**config.mk**
```make
export PLATFORM = sky130hd
export DESIGN_NAME = data_mem_bridge
export DESIGN_NICKNAME = d
export VERILOG_FILES = /design/src/rtl/data_mem_bridge.sv
export SDC_FILE = /design/constraint.sdc
export NUM_CORES = 1
export LEC_CHECK = 0
export ABC_AREA = 1
export CAP_MARGIN = 20
export CORE_MARGIN = 2
export CORE_UTILIZATION = 56
export DETAILED_ROUTE_END_ITERATION = 12
export DONT_BUFFER_PORTS = 1
export PLACE_DENSITY = 0.74
export SYNTH_ARGS = -nofsm -noshare
export SYNTH_HDL_FRONTEND = slang
export SYNTH_SLANG_ARGS = --single-unit
```
**constraint.sdc**
```tcl
create_clock -name clk -period 1.29 [get_ports clk]
set_clock_uncertainty 0.05 [all_clocks]
set_input_delay 0.258 -clock clk [delete_from_list [all_inputs] [get_ports clk]]
set_output_delay 0.258 -clock clk [all_outputs]
set_load 0.05 [all_outputs]
```
**src/rtl/data_mem_bridge.sv**
```systemverilog
// Data-memory bridge: core step strobe, load/store req/ack sequencing,
// stall generation and per-transaction timeout with sticky error flag.
//
// Ports:
//   clk, clr          clock, async active-low reset
//   proc_read_en      core load request
//   proc_write_en     core store request (wins if both are set)
//   proc_addr         core address, low ADDR_W bits forwarded
//   proc_wdata        core store data
//   proc_rdata        load data back to the core
//   pulse_en          one-cycle step strobe, period PULSE_DIV
//   stall             holds the core while an access is outstanding
//   mem_req/mem_we    external request / write select
//   mem_addr          registered external address
//   mem_wdata         registered store data
//   mem_ack           single-cycle completion from memory
//   mem_rdata         read data, valid with mem_ack
//   timeout_err       sticky abort flag

module data_mem_bridge #(
  parameter int unsigned PULSE_DIV = 4,
  parameter int unsigned ADDR_W    = 16,
  parameter int unsigned TIMEOUT   = 64
) (
  input  logic              clk,
  input  logic              clr,
  input  logic              proc_read_en,
  input  logic              proc_write_en,
  input  logic [31:0]       proc_addr,
  input  logic [15:0]       proc_wdata,
  output logic [15:0]       proc_rdata,
  output logic              pulse_en,
  output logic              stall,
  output logic              mem_req,
  output logic              mem_we,
  output logic [ADDR_W-1:0] mem_addr,
  output logic [15:0]       mem_wdata,
  input  logic              mem_ack,
  input  logic [15:0]       mem_rdata,
  output logic              timeout_err
);

  localparam int unsigned PCW =
    (PULSE_DIV > 1) ? $clog2(PULSE_DIV) : 1;
  localparam int unsigned TCW =
    (TIMEOUT > 1) ? $clog2(TIMEOUT) : 1;
  localparam logic [PCW-1:0] P_LAST = PCW'(PULSE_DIV - 1);
  localparam logic [TCW-1:0] T_LAST = TCW'(TIMEOUT - 1);
  localparam logic [15:0] RD_ABORT = 16'hDEAD;

  typedef enum logic {
    IDLE   = 1'b0,
    ACCESS = 1'b1
  } state_e;

  state_e state_q, state_d;

  logic [PCW-1:0]    pcnt_q, pcnt_d;
  logic              pulse_q, pulse_d;
  logic              done_q, done_d;
  logic [TCW-1:0]    wcnt_q, wcnt_d;
  logic              we_q, we_d;
  logic [ADDR_W-1:0] addr_q, addr_d;
  logic [15:0]       wdata_q, wdata_d;
  logic [15:0]       rdata_q, rdata_d;
  logic              err_q, err_d;

  logic req_any;
  logic stall_w;
  logic launch;
  logic ack_hit;
  logic tmo_hit;
  logic commit;

  // Upper address bits are intentionally dropped.
  logic unused_addr_hi;
  assign unused_addr_hi = ^proc_addr[31:ADDR_W];

  assign req_any = proc_read_en | proc_write_en;
  assign stall_w = req_any & ~done_q;
  assign launch  = (state_q == IDLE) & stall_w;
  assign ack_hit = (state_q == ACCESS) & mem_ack;
  // Ack in the last wait cycle takes priority over the abort.
  assign tmo_hit = (state_q == ACCESS) & ~mem_ack
                 & (wcnt_q == T_LAST);
  assign commit  = pulse_q & ~stall_w;

  // State register.
  always_ff @(posedge clk or negedge clr) begin
    if (!clr) begin
      state_q <= IDLE;
    end else begin
      state_q <= state_d;
    end
  end

  // Next-state logic.
  always_comb begin
    state_d = state_q;
    unique case (state_q)
      IDLE: begin
        if (launch) state_d = ACCESS;
      end
      ACCESS: begin
        if (ack_hit || tmo_hit) state_d = IDLE;
      end
      default: state_d = IDLE;
    endcase
  end

  // Output logic.
  always_comb begin
    mem_req     = (state_q == ACCESS);
    stall       = stall_w;
    pulse_en    = pulse_q;
    mem_we      = we_q;
    mem_addr    = addr_q;
    mem_wdata   = wdata_q;
    proc_rdata  = rdata_q;
    timeout_err = err_q;
  end

  // Datapath next-state.
  always_comb begin
    pcnt_d  = pcnt_q;
    pulse_d = 1'b0;
    done_d  = done_q;
    wcnt_d  = wcnt_q;
    we_d    = we_q;
    addr_d  = addr_q;
    wdata_d = wdata_q;
    rdata_d = rdata_q;
    err_d   = err_q;

    // Free-running step strobe, never paused by stall.
    if (pcnt_q == P_LAST) begin
      pcnt_d  = '0;
      pulse_d = 1'b1;
    end else begin
      pcnt_d  = pcnt_q + PCW'(1);
    end

    // done masks the finished request until the core commits.
    if (ack_hit || tmo_hit) begin
      done_d = 1'b1;
    end else if (commit) begin
      done_d = 1'b0;
    end

    unique case (1'b1)
      launch: begin
        we_d    = proc_write_en;
        addr_d  = proc_addr[ADDR_W-1:0];
        wdata_d = proc_wdata;
        wcnt_d  = '0;
      end
      ack_hit: begin
        if (!we_q) rdata_d = mem_rdata;
      end
      tmo_hit: begin
        err_d = 1'b1;
        if (!we_q) rdata_d = RD_ABORT;
      end
      default: begin
        if (state_q == ACCESS) wcnt_d = wcnt_q + TCW'(1);
      end
    endcase
  end

  // Datapath registers.
  always_ff @(posedge clk or negedge clr) begin
    if (!clr) begin
      pcnt_q  <= '0;
      pulse_q <= 1'b0;
      done_q  <= 1'b0;
      wcnt_q  <= '0;
      we_q    <= 1'b0;
      addr_q  <= '0;
      wdata_q <= '0;
      rdata_q <= '0;
      err_q   <= 1'b0;
    end else begin
      pcnt_q  <= pcnt_d;
      pulse_q <= pulse_d;
      done_q  <= done_d;
      wcnt_q  <= wcnt_d;
      we_q    <= we_d;
      addr_q  <= addr_d;
      wdata_q <= wdata_d;
      rdata_q <= rdata_d;
      err_q   <= err_d;
    end
  end

endmodule

```
==> results.cfg <==
[layout]
nFillCells = 354
utilization_pct = 72.4
fin_cells = 390
drive_above_1_share_pct = 33.7
multi_input_area_um2 = 985
regArea_um2 = 1580
final_net_count = 404
area_growth_syn_to_layout_pct = 22.6
n_antenna_cell = 0

[yosys]
async_flop_share_pct = 100
synthAdderAreaFrac_pct = 0.953
synthTopCellsByCount = 134 x nand2_1, 61 x dfrtp_1, 45 x nand3_1
yosys_warnings = 0
syn-cell-area_um2 = 2630
synthSimpleGateAreaFrac_pct = 32.1
yosysTopAreaCellShare_pct = 58.2
synthCells = 306
synth_xor_area_share_pct = 1.00
ys.flop_type = dfrtp_1
synthMuxAreaShare_pct = 0
synth_top_family_by_area = simple AND/OR/NAND/NOR gates
ys_seq_elements = 61
synth_nets = 377
synthTopCellsByArea = dfrtp_1 58%, nand2_1 19%, nand3_1 8.6%
syn_area_per_cell_um2 = 8.58
synth_compound_area_share_pct = 0.667
synth_most_common_cell = nand2_1
yosys.area.top_type = dfrtp_1
ys_seq_area_share_pct = 58.2
synth_edf_count = 0
ys_types = 21

[setup_path]
timing.rr.start = wcnt_q[0]
slowest_stage = dfrtp_1
cp.required_ns = 1.46
cp_common_cell = nand2_1
r2r-end = proc_rdata[15]
cp_cell_sequence = ha_2, nand2_2, nor2_4, nand2_4, buf_4, nand2_1, nand3_1, nand2_1
ff2ff_path_depth = 8
cp_slowest_stage_delay_ns = 0.38
rrSetupSlack_ns = -0.06
critPathMaxFanout = 8
arrival_ns = 1.52
end_kind = flip-flop
crit_type = flip-flop to flip-flop
cp-start-kind = flip-flop

[flow_run]
cap_violations = 0

[global_routing]
antenna_found_initial = 0
grt_pass1_wl_mm = 9.39
grt_pass1_vias = 2096
met3_usage_pct = 6.67
gr-usage-met2_pct = 38.6
busiest_layer = met2
grtUsageTotal_pct = 23.3
grt_max_degree = 62
overflow = 0
gr-usage-met1_pct = 28.2

[clock_network]
cts_buffers = 9
clk_pin_slew_ns = 0.07
clk_latency_ns = 0.32
htreeDepth = 3
clockBufferDepth = 2
cts_root_buf = clkbuf_8
clkSinkCount = 61
cts_tree = built

[routing]
drtIter0Drc = 131
wire_per_inst_um = 14.8
num_vias = 2068
drc = 0
routed_wl_mm = 5.78
antenna_left = 0
vias_per_cell = 5.30
firstDrtPassIters = 4

[place]
io_buffers = 0
dp_cells = 366
dp_hpwl_mm = 3.69
gp_congestion = 0.760

[floorplanning]
die-width_um = 72.5
fp.dieArea_um2 = 5250
rows = 24
die_h_um = 72.5
core_area_um2 = 4440
io_pins = 122
initial_core_util_pct = 59.1

[power_and_ir_drop]
vdd_drop_max_v = 0.00192
seq_power_share_pct = 60.0
p_switching_uw = 5280
comb_power_share_pct = 24.9
clock_power_share_pct = 15.1
p_per_area_nw_per_um2 = 3080
power.internal_uw = 4630
cellLeakagePower_uw = 0.00173
sw_frac_of_total_pct = 53.3
finalPower_uw = 9910

[sta]
hold_violations = 61
setup_violations = 19
relSlewSlack_pct = 67.8
rsz0062_at_grt = yes
setup_ws_ns = -0.0617
drv_slew = 0
fmax_ghz = 0.740
worst_pin_slew_ns = 0.483
fin_crit_ns = 1.35
hold_ws_ns = -0.425
finalCritPeriodShare_pct = 105

[run_status]
outcome = finished with violations
violations = hold timing, setup timing

[hold_path]
min_path_type = input port to asynchronous set/reset pin
## timing repair
item                       4_1_cts  5_1_grt
hold endpoints to repair        61       61
pin swaps                        2        1
cloned                           2        1
setup endpoints to repair       39       83
setup buffers                    3        2
gates resized for setup         25       41
## layer usage
| metal | up-vias | routed length [µm] |
|---|---|---|
| met2 | 82 | 2800 |
| met1 | 966 | 2400 |
| met4 | 0 | 97 |
| met5 | - | 0 |
| met3 | 11 | 481 |
| li1 | 1009 | - |
## through the flow
stage	setup TNS, ns	instance area (µm²)	setup slack, ns
after floorplan	-1.64	2640	-0.0672
after global placement	-1.19	2790	-0.0779
after detailed placement	-1.79	2790	-0.107
after CTS	-0.623	3110	-0.0438
after global routing	-2.76	3220	-0.137
final	-0.658	3220	-0.0617
## power groups by stage
stage | combinational (µW) | sequential [µW] | clock (µW)
after floorplan | 1440 | 5800 | 0
after global routing | 2810 | 6040 | 1620
after CTS | 2310 | 5850 | 1540
after global placement | 2010 | 5820 | 0
after detailed placement | 2080 | 5830 | 0
final | 2470 | 5950 | 1500
## layout by cell type, fill, tap and decap left out, types with 2 or more instances in the layout
cell and instances:
buf_12 2, buf_4 22, buf_6 3, bufbuf_16 2, clkbuf_8 11, clkinv_2 4
dfrtp_1 15, dfrtp_2 46, inv_1 20, inv_2 3, nand2_1 129, nand2_2 9
nand2_4 3, nand2_8 2, nand3_1 43, nand3_2 3, nand4_1 5, nor2_1 3
o21ai_0 2, xor2_1 3
## state kept, by name, summed over array words and instances, names as in the netlist
register     cells
mem_addr        16
mem_wdata       16
proc_rdata      16
wcnt_q           6
pcnt_q           2
done_q           1
mem_req          1
mem_we           1
pulse_en         1
timeout_err      1
## cell families (layout without fill, tap and decap cells)
group                    count (synthesis)  count (layout)
flip-flops                              61              61
adder cells (fa/ha/maj)                  2               2
AND/OR/NAND/NOR                        197             198
buffers and inverters                   40              71
AO/OA/AOI/OAI                            3               3
XOR/XNOR                                 3               3
## area by class of cell
type                            count  share of cell area [%]
Inverter                           26                    3.23
Tap cell                           52                    2.02
Multi-Input combinational cell    206                    30.6
Timing Repair Buffer               29                    9.44
Clock buffer                       12                    4.82
Clock inverter                      4                   0.700
Sequential cell                    61                    49.2
## worst max-delay path, delay by kind of cell, from the launching register on
kind / cells / cell delay (ns)
fa+ha+maj: 1 / 0.19
buf+inv: 1 / 0.18
flops: 1 / 0.38
simple gates: 6 / 0.43
## how the worst max path moves through the flow
stage / end / startpoint
CTS: proc_rdata[5] / wcnt_q[0]
floorplan: proc_rdata[0] / wcnt_q[0]
global placement: proc_rdata[4] / wcnt_q[0]
detailed placement: proc_rdata[5] / wcnt_q[1]
global route: proc_rdata[7] / wcnt_q[1]
finish: proc_rdata[15] / wcnt_q[0]
Note: power is estimated with default switching activity, not from simulation.
